**src/rtl/apb_bridge_pkg.sv**
```systemverilog
// Shared types and helpers for the AHB-to-APB bridge sequencer.
// Contents: FSM state enum, request-entry payload, default sizing, select decode.
package apb_bridge_pkg;

  localparam int unsigned DEF_DEPTH = 4;
  localparam int unsigned DEF_NSLV  = 4;
  localparam int unsigned DEF_TMO   = 16;
  localparam int unsigned ADDR_W    = 32;
  localparam int unsigned DATA_W    = 32;
  localparam int unsigned MAX_SEL_W = 5;

  typedef enum logic [1:0] {
    IDLE   = 2'b00,
    SETUP  = 2'b01,
    ACCESS = 2'b10
  } apb_state_e;

  typedef struct packed {
    logic [ADDR_W-1:0] addr;
    logic [DATA_W-1:0] data;
    logic              write;
  } req_t;

  localparam int unsigned REQ_W = $bits(req_t);

  // One-hot decode of a peripheral index; callers truncate to their select width.
  function automatic logic [31:0] sel_onehot(input logic [MAX_SEL_W-1:0] idx);
    return 32'd1 << idx;
  endfunction

endpackage

```
**src/rtl/bridge_req_fifo.sv**
```systemverilog
// Synchronous request FIFO, power-of-2 depth, head visible combinationally.
// Ports: Hclk/Hresetn (sync active-low), push/wdata, pop/rdata_c,
//        full_c/empty_c status, count occupancy register.
module bridge_req_fifo #(
  parameter int unsigned DEPTH = 4,
  parameter int unsigned W     = 65
) (
  input  logic                   Hclk,
  input  logic                   Hresetn,
  input  logic                   push,
  input  logic                   pop,
  input  logic [W-1:0]           wdata,
  output logic [W-1:0]           rdata_c,
  output logic                   full_c,
  output logic                   empty_c,
  output logic [$clog2(DEPTH):0] count
);

  localparam int unsigned AW = $clog2(DEPTH);
  localparam int unsigned CW = AW + 1;

  logic [W-1:0]  mem [DEPTH];
  logic [AW-1:0] wr_ptr;
  logic [AW-1:0] rd_ptr;
  logic          do_push;
  logic          do_pop;

  assign full_c  = (count == CW'(DEPTH));
  assign empty_c = (count == '0);
  assign do_push = push && !full_c;
  assign do_pop  = pop && !empty_c;
  assign rdata_c = mem[rd_ptr];

  // Storage array, no reset needed: contents are qualified by count.
  always_ff @(posedge Hclk) begin
    if (do_push) mem[wr_ptr] <= wdata;
  end

  // Pointers wrap naturally because DEPTH is a power of 2.
  always_ff @(posedge Hclk) begin
    if (!Hresetn) begin
      wr_ptr <= '0;
      rd_ptr <= '0;
      count  <= '0;
    end else begin
      if (do_push) wr_ptr <= wr_ptr + AW'(1);
      if (do_pop)  rd_ptr <= rd_ptr + AW'(1);
      case ({do_push, do_pop})
        2'b10:   count <= count + CW'(1);
        2'b01:   count <= count - CW'(1);
        default: count <= count;
      endcase
    end
  end

endmodule

```
**src/rtl/apb_bridge_ctrl.sv**
```systemverilog
// APB-side sequencer of the AHB-to-APB bridge: queues front-end transfers and
// drains them as APB SETUP/ACCESS cycles with wait-state timeout.
// Ports: Hclk/Hresetn (sync active-low); front-end valid/Haddr_temp/Hwdata_temp/
//        Hwrite_temp; APB Pready/Prdata/Pslverr in, Psel/Penable/Pwrite/Paddr/
//        Pwdata out; AHB-side Hreadyout/Hrdata/Hresp and sticky ovf out.
module apb_bridge_ctrl
  import apb_bridge_pkg::*;
#(
  parameter int unsigned DEPTH   = DEF_DEPTH,
  parameter int unsigned NSLV    = DEF_NSLV,
  parameter int unsigned SEL_LSB = 28,
  parameter int unsigned TMO     = DEF_TMO
) (
  input  logic            Hclk,
  input  logic            Hresetn,
  input  logic            valid,
  input  logic [31:0]     Haddr_temp,
  input  logic [31:0]     Hwdata_temp,
  input  logic            Hwrite_temp,
  input  logic            Pready,
  input  logic [31:0]     Prdata,
  input  logic            Pslverr,
  output logic            Hreadyout,
  output logic [31:0]     Hrdata,
  output logic            Hresp,
  output logic            ovf,
  output logic [NSLV-1:0] Psel,
  output logic            Penable,
  output logic            Pwrite,
  output logic [31:0]     Paddr,
  output logic [31:0]     Pwdata
);

  localparam int unsigned SEL_W  = (NSLV > 1) ? $clog2(NSLV) : 1;
  localparam int unsigned CNT_W  = $clog2(DEPTH) + 1;
  localparam int unsigned WCNT_W = $clog2(TMO);
  localparam logic [WCNT_W-1:0] WCNT_MAX = WCNT_W'(TMO - 1);

  apb_state_e        state;
  apb_state_e        state_nxt;
  req_t              req_in;
  req_t              head_c;
  logic              fifo_full_c;
  logic              fifo_empty_c;
  logic [CNT_W-1:0]  fifo_count;
  logic              push_c;
  logic              pop_c;
  logic              xfer_end_c;

  logic [WCNT_W-1:0] wcnt;
  logic              rd_pend;

  logic [NSLV-1:0]   psel_nxt;
  logic              penable_nxt;
  logic              pwrite_nxt;
  logic [31:0]       paddr_nxt;
  logic [31:0]       pwdata_nxt;
  logic [31:0]       hrdata_nxt;
  logic              hresp_nxt;
  logic              hreadyout_nxt;
  logic              ovf_nxt;
  logic [WCNT_W-1:0] wcnt_nxt;
  logic              rd_pend_nxt;
  logic [CNT_W-1:0]  count_nxt;

  assign req_in = '{addr: Haddr_temp, data: Hwdata_temp, write: Hwrite_temp};

  // An outstanding read blocks further pushes; those are dropped as overflow.
  assign push_c     = valid && !fifo_full_c && !rd_pend;
  // ACCESS ends on ready, or on the last permitted wait cycle (abort).
  assign xfer_end_c = (state == ACCESS) && (Pready || (wcnt == WCNT_MAX));
  assign pop_c      = !fifo_empty_c && ((state == IDLE) || xfer_end_c);

  bridge_req_fifo #(
    .DEPTH (DEPTH),
    .W     (REQ_W)
  ) u_req_fifo (
    .Hclk    (Hclk),
    .Hresetn (Hresetn),
    .push    (push_c),
    .pop     (pop_c),
    .wdata   (req_in),
    .rdata_c (head_c),
    .full_c  (fifo_full_c),
    .empty_c (fifo_empty_c),
    .count   (fifo_count)
  );

  // State and output registers.
  always_ff @(posedge Hclk) begin
    if (!Hresetn) begin
      state     <= IDLE;
      Psel      <= '0;
      Penable   <= 1'b0;
      Pwrite    <= 1'b0;
      Paddr     <= '0;
      Pwdata    <= '0;
      Hrdata    <= '0;
      Hresp     <= 1'b0;
      Hreadyout <= 1'b1;
      ovf       <= 1'b0;
      wcnt      <= '0;
      rd_pend   <= 1'b0;
    end else begin
      state     <= state_nxt;
      Psel      <= psel_nxt;
      Penable   <= penable_nxt;
      Pwrite    <= pwrite_nxt;
      Paddr     <= paddr_nxt;
      Pwdata    <= pwdata_nxt;
      Hrdata    <= hrdata_nxt;
      Hresp     <= hresp_nxt;
      Hreadyout <= hreadyout_nxt;
      ovf       <= ovf_nxt;
      wcnt      <= wcnt_nxt;
      rd_pend   <= rd_pend_nxt;
    end
  end

  // Next-state logic.
  always_comb begin
    state_nxt = state;
    case (state)
      IDLE:    if (!fifo_empty_c) state_nxt = SETUP;
      SETUP:   state_nxt = ACCESS;
      ACCESS:  if (xfer_end_c) state_nxt = fifo_empty_c ? IDLE : SETUP;
      default: state_nxt = IDLE;
    endcase
  end

  // Output and datapath next values.
  always_comb begin
    psel_nxt    = Psel;
    penable_nxt = Penable;
    pwrite_nxt  = Pwrite;
    paddr_nxt   = Paddr;
    pwdata_nxt  = Pwdata;
    hrdata_nxt  = Hrdata;
    hresp_nxt   = 1'b0;
    wcnt_nxt    = wcnt;
    rd_pend_nxt = rd_pend;
    ovf_nxt     = ovf | (valid & (fifo_full_c | rd_pend));

    case (state)
      SETUP: penable_nxt = 1'b1;
      ACCESS: begin
        if (!Pready && (wcnt != WCNT_MAX)) wcnt_nxt = wcnt + WCNT_W'(1);
        if (xfer_end_c) begin
          // A timeout reports as an error and returns zero read data.
          hresp_nxt   = Pready ? Pslverr : 1'b1;
          psel_nxt    = '0;
          penable_nxt = 1'b0;
          if (!Pwrite) begin
            hrdata_nxt  = Pready ? Prdata : '0;
            rd_pend_nxt = 1'b0;
          end
        end
      end
      default: ;
    endcase

    // Popping the head starts a SETUP phase (from IDLE or back-to-back).
    if (pop_c) begin
      paddr_nxt   = head_c.addr;
      pwdata_nxt  = head_c.data;
      pwrite_nxt  = head_c.write;
      psel_nxt    = NSLV'(sel_onehot(MAX_SEL_W'(head_c.addr[SEL_LSB +: SEL_W])));
      penable_nxt = 1'b0;
      wcnt_nxt    = '0;
    end

    if (push_c && !Hwrite_temp) rd_pend_nxt = 1'b1;

    count_nxt     = fifo_count + CNT_W'(push_c) - CNT_W'(pop_c);
    hreadyout_nxt = (count_nxt != CNT_W'(DEPTH)) && !rd_pend_nxt;
  end

endmodule

```
**config.mk**
```make
export PLATFORM = sky130hd
export DESIGN_NAME = apb_bridge_ctrl
export DESIGN_NICKNAME = d
export VERILOG_FILES = /design/src/rtl/apb_bridge_pkg.sv /design/src/rtl/bridge_req_fifo.sv /design/src/rtl/apb_bridge_ctrl.sv
export SDC_FILE = /design/constraint.sdc
export NUM_CORES = 1
export LEC_CHECK = 0
export CAP_MARGIN = 20
export CELL_PAD_IN_SITES_DETAIL_PLACEMENT = 1
export CELL_PAD_IN_SITES_GLOBAL_PLACEMENT = 2
export CORE_MARGIN = 2
export CORE_UTILIZATION = 35
export DETAILED_ROUTE_END_ITERATION = 8
export HOLD_SLACK_MARGIN = 0.06
export PLACE_DENSITY_LB_ADDON = 0.1
export SLEW_MARGIN = 40
export SYNTH_ARGS = -nofsm -noshare
export SYNTH_HDL_FRONTEND = slang
export SYNTH_SLANG_ARGS = --single-unit
```
**constraint.sdc**
```tcl
create_clock -name Hclk -period 3 [get_ports Hclk]
set_input_delay 0.6 -clock Hclk [delete_from_list [all_inputs] [get_ports Hclk]]
set_output_delay 0.6 -clock Hclk [all_outputs]
set_load 0.02 [all_outputs]
```
# Word level (Yosys, flattened, before mapping)
# Memory sizes are Yosys's and may differ from the RTL's. A register that Yosys moved wholly into a read port is not among the register bits.
# Cells that the tools add are included.
# op_classes
n_addsub	7
n_eq_ne	10
n_shift	1
n_mux	20
n_bitwise	5
n_reduce_logical	30
# op_table
op	n
32-bit 2-to-1 mux	1
4-bit 2-to-1 mux	3
1-bit logical AND	9
1-bit 2-to-1 mux	9
2-bit 2-to-1 mux	4
2-bit AND reduction	4
2-bit nonzero test	4
1-bit logical NOT	6
2-bit case mux with 3 select lines	1
3-bit case mux with 2 select lines	1
3-bit AND reduction	2
2-bit by 1-bit adder with 2-bit output, second input constant	2
4-bit by 1-bit adder with 4-bit output, second input constant	1
2-bit by 1-bit equality test with 1-bit output, second input constant	2
2-bit equality test, second input constant	2
4-bit equality test, second input constant	1
2-bit inequality test, second input constant	2
4-bit inequality test, second input constant	1
1-bit by 2-bit << shifter with 4-bit output, first input constant	1
3-bit by 1-bit adder with 3-bit output	1
3-bit by 1-bit adder with 3-bit output, second input constant	1
3-bit equality test, second input constant	1
3-bit logical NOT	1
3-bit inequality test, second input constant	1
other kinds (9)	12
# totals
reg_bits	119
mem_bits_rw	260
in_bits	102
output_inout_bits	105
elab_cells	89
mem_count	1
# mem_list
memory	words	width	read_ports	rd_ports_with_merged_regs	write_ports	line_no	source
u_req_fifo.mem	4	65	1	1	1	bridge_req_fifo.sv:22	logic [W-1:0] mem [DEPTH];

# Depth between registers and ports, before layout
# depth
ltp_word	8
ltp_mapped	13
mapped_depth_nobuf	11

# Hierarchy
# Synthesis repeated with hierarchy kept, for this count alone.
# hier_totals
cells_unflattened	892
area_unflattened_um2	14505.2
# modules_own_cells
mod	n_inst	cells_each	area_per_inst_um2	seq_area_each_um2
bridge_req_fifo	1	393	9913.3	7987.7
apb_bridge_ctrl	1	499	4591.9	2242.2

# Least setup slack after synthesis
# OpenSTA, ideal clock, no wires.
# synth_path
path_type	input -> register
startpoint	input port valid
endpoint	memory u_req_fifo.mem[2][0], enable pin
setup_time_ns	0.430
t_arrival_ns	2.625
required_ns	2.570
slack_ns	-0.055
path_stages	3
path_cell_list	inv_1 -> a211oi_2 -> and2_1
# synth_via
elab_chain_cells	5
# synth_rtl
element	line_no	source
start: declaration	apb_bridge_ctrl.sv:16	input logic valid,
1-bit logical AND (2 in series)	apb_bridge_ctrl.sv:69	assign push_c = valid && !fifo_full_c && !rd_pend;
1-bit logical AND	bridge_req_fifo.sv:30	assign do_push = push && !full_c;
1-bit 2-to-1 mux	bridge_req_fifo.sv:36	if (do_push) mem[wr_ptr] <= wdata;
1-bit 2-to-1 mux (implied by the code)	bridge_req_fifo.sv:36	
end: declaration	bridge_req_fifo.sv:22	
# Every way passes these cells.

# Worst setup path in the final report
# layout_path
startpoint	register wcnt[0]
endpoint	register Hreadyout
# layout_via
elab_chain_cells	8
word_cells_on_any_way	12
classes_between	1 x add/sub; 2 x eq/ne; 3 x mux; 6 x reduce/logical
# layout_rtl
element	line_no	source
start: declaration	apb_bridge_ctrl.sv:50	logic [WCNT_W-1:0] wcnt;
start signal: assignment	apb_bridge_ctrl.sv:115	wcnt <= wcnt_nxt;
4-bit equality test *	apb_bridge_ctrl.sv:71	assign xfer_end_c = (state == ACCESS) && (Pready || (wcnt == WCNT_MAX));
1-bit logical OR *	apb_bridge_ctrl.sv:71	
1-bit logical AND *	apb_bridge_ctrl.sv:71	
1-bit logical OR or 1-bit 2-to-1 mux (tied branches)	apb_bridge_ctrl.sv:72, apb_bridge_ctrl.sv:148	
1-bit logical AND or 1-bit 2-to-1 mux (tied branches)	apb_bridge_ctrl.sv:72, apb_bridge_ctrl.sv:144	
3-bit by 1-bit subtractor with 3-bit output or 1-bit 2-to-1 mux (tied branches)	apb_bridge_ctrl.sv:174, apb_bridge_ctrl.sv:172	
3-bit inequality test or 1-bit logical NOT (tied branches)	apb_bridge_ctrl.sv:175	hreadyout_nxt = (count_nxt != CNT_W'(DEPTH)) && !rd_pend_nxt;
1-bit logical AND *	apb_bridge_ctrl.sv:175	
end signal: assignment	apb_bridge_ctrl.sv:113	Hreadyout <= hreadyout_nxt;
end: declaration	apb_bridge_ctrl.sv:23	output logic Hreadyout,
# Mark *: on every way between the ends. The rest lies on a longest branch, timed or not.
# A chain may end at the register's enable or synchronous reset.

==> metrics <==
status=finished, final reports clean; Worst VDD drop=0.000616 V; PortBufs=206; met2 WL=16300 µm; Comb power frac=between 20% and 30%; Netlist cell types=41; Placer Congestion=just over 0.7; # Max-Cap Violations=0; Final Max Slew Viols=0; FF+latch count, synth=381; Routed Antenna Nets=0; Post-synth EDFFs=260; drt pass-1 iters=4; initial antenna violation count=3; # hold bufs at CTS=0; setup TNS=0 ns; Setup Viol. Count Final=0; Area Growth Syn to Fin=29.1%; Mapped Cells=between 800 and 900; clock tree from TritonCTS=done; largest net degree at the start of global routing=70; die height=roughly 200 µm; Hold Crit Class=reg2reg; Final Skew=0.0105 ns; top cells by area, synth=edfxtp_1 (55%), dfxtp_1 (17%), mux4_2 (10%); CTS buffer count=43; Worst-path clk slew=0.06 ns; post-CTS resize count=0; synth warn=0; top_reg_cell synth=edfxtp_1; Metal-1 WL=between 10000 and 15000 µm; first-pass GRT wire length=51300 µm; min cycle time layout=roughly 2.5 ns; die area=42100 µm²; dpl cells=1590; top layer in use=met5; Async SR Flop Fraction=0%; Layout Nets=1222; insertion delay to the later sink of the worst-skew pair=0.55 ns; DR WL/cell=19.9 µm; clock power share=28.9%; Tcrit/Tclk final=~80%; Net Count, Synth=1001; Internal Power=0.0115 W; GRT overflow=0; CP Max Fanout=4; Commonest cells post-synth=edfxtp_1 (260), nand2_1 (162), dfxtp_1 (121), mux4_2 (65), a21boi_0 (43); Worst EP required=3.39 ns; num rows=73; DR iter-0 viols=just under 400; Routed met3 length=1640 µm; sequential area share after synthesis=72.3%; fmax=406 MHz; layout cells sized above 1=16.0%; drt via density=between 4 and 5; H-tree depth=2; drt total wl=33200 µm; Total GRT Usage=between 15 and 20%; Vias=slightly above 8000; WP data arrival=between 2 and 3 ns; crit path kind=reg2reg; post-CTS setup buffer count=0; Clock Sink Count=381; top-count cell post-synth=edfxtp_1; Worst Hold Depth=2; DP HPWL=19900 µm; critical path capture point type=flip-flop; R2R depth=11; P per Cell Area=916 nW/µm²; Worst setup SP type=flip-flop; unrepaired setup endpoints after global routing=no; Final Core Density=45.9%; Net Sw Power=0.00525 W; # DRC=0; Hold Vio Cnt, Final=0; core area=roughly 40000 µm²; Die Wd=around 210 µm; Slew @ Worst Pin=~0.71 ns; Initial Util=35.6%; sw frac=31.3%; Post-Syn Area=roughly 14000 µm²; Avg Cell Area, Syn=15.9 µm²; cell taking the most area after synthesis=edfxtp_1; vias in the first global route=8719; Sequential Power Share=between 40% and 50%; Post-Layout Cell Count=approximately 1700; Rel. slew slack=between 50% and 60%; area share of the leading cell type in the synthesized netlist=between 50% and 60%; CTS Buffer Depth=3; Ports=about 210; Root Buffer=clkbuf_16; static leakage=5.96 nW
==> layout by cell type, fill, tap and decap left out, types with 5 or more instances in the layout <==
cell type / instances
edfxtp_1: 260
clkdlybuf4s50_1: 205
nand2_1: 162
dfxtp_1: 119
mux4_2: 65
a21boi_0: 43
clkbuf_16: 43
o21ai_0: 35
nand4_1: 32
a21boi_1: 15
buf_12: 14
clkbuf_1: 12
buf_4: 12
nand2_2: 10
a21boi_2: 10
clkinv_2: 10
inv_1: 9
ha_1: 8
clkinv_1: 7
xnor2_1: 6
nor2b_1: 6
nor2_1: 5
and2_1: 5
==> final timing paths <==
| check | start | to | slack, ns |
|---|---|---|---|
| setup / recovery | wcnt[0]$_SDFFE_PP0P_ | Hreadyout$_SDFF_PN1_ | 0.54 |
| hold / removal | Paddr[22]$_SDFFE_PN0P_ | Paddr[22]$_SDFFE_PN0P_ | 0.45 |
| hold reg to reg | Paddr[22]$_SDFFE_PN0P_ | Paddr[22]$_SDFFE_PN0P_ | 0.45 |
| setup reg to reg | wcnt[0]$_SDFFE_PP0P_ | Hreadyout$_SDFF_PN1_ | 0.54 |
==> state kept, by name (all words and copies together), names as in the netlist, 2 cells and up, named ones only <==
register,cells
Hrdata,32
Paddr,32
Psel,4
Pwdata,32
state,2
u_req_fifo.count,3
u_req_fifo.mem,260
u_req_fifo.rd_ptr,2
u_req_fifo.wr_ptr,2
wcnt,4
==> through the flow <==
step	hold slack [ns]	setup WS, ns	instance area, µm²	total power [W]
2_1_floorplan	0.454	0.210	14200	0.0102
3_3_place_gp	0.446	0.0941	17000	0.0121
3_5_place_dp	0.449	0.0529	17000	0.0122
4_1_cts	0.457	0.516	18300	0.0171
5_1_grt	0.474	0.412	18300	0.0177
6_report	0.453	0.539	18300	0.0167
==> cell families (layout without fill, tap and decap cells) <==
group	after synthesis	in the layout	synth area share (%)
xor+xnor	9	9	0.557
buf+inv	66	320	2.24
other cells	0	1	0
simple gates	238	238	7.50
flops	381	381	72.3
compound gates	118	118	5.97
fa+ha+maj	10	10	0.990
mux	67	67	10.5
==> metal layers <==
layer  vias to the layer above  GRT usage, %
met5                         -             0
met4                         4          5.81
met3                        56          3.60
met2                       168          27.3
met1                      4132          20.4
li1                       3770             -
==> critical path, cell delays in order, from the launching register on <==
cell and delay (ns):
dfxtp_1 0.33, ha_1 0.26, a31oi_4 0.20, a211o_2 0.19
clkinv_4 0.06, ha_1 0.26, inv_1 0.04, ha_1 0.18
fa_1 0.38, xor2_1 0.16, xnor2_1 0.14, a31oi_1 0.10
==> layout make-up <==
cell class	instances	area (µm²)
diodes	1	2.50
clock buffers	57	1150
clock inverters	21	134
fillers	3891	21500
inverters	10	42.5
multi-input cells	442	3630
flip-flops and latches	381	10200
well taps	525	657
repair buffers	232	2430
==> power by group through the flow <==
stage / logic, W / clock network (W) / registers, W
after CTS: 0.00503 / 0.00502 / 0.00708
after detailed placement: 0.00502 / 0 / 0.00718
after floorplan: 0.00280 / 0 / 0.00735
after global routing: 0.00538 / 0.00520 / 0.00717
after global placement: 0.00498 / 0 / 0.00716
final: 0.00487 / 0.00483 / 0.00704
Power figures use the tool's default switching activity.
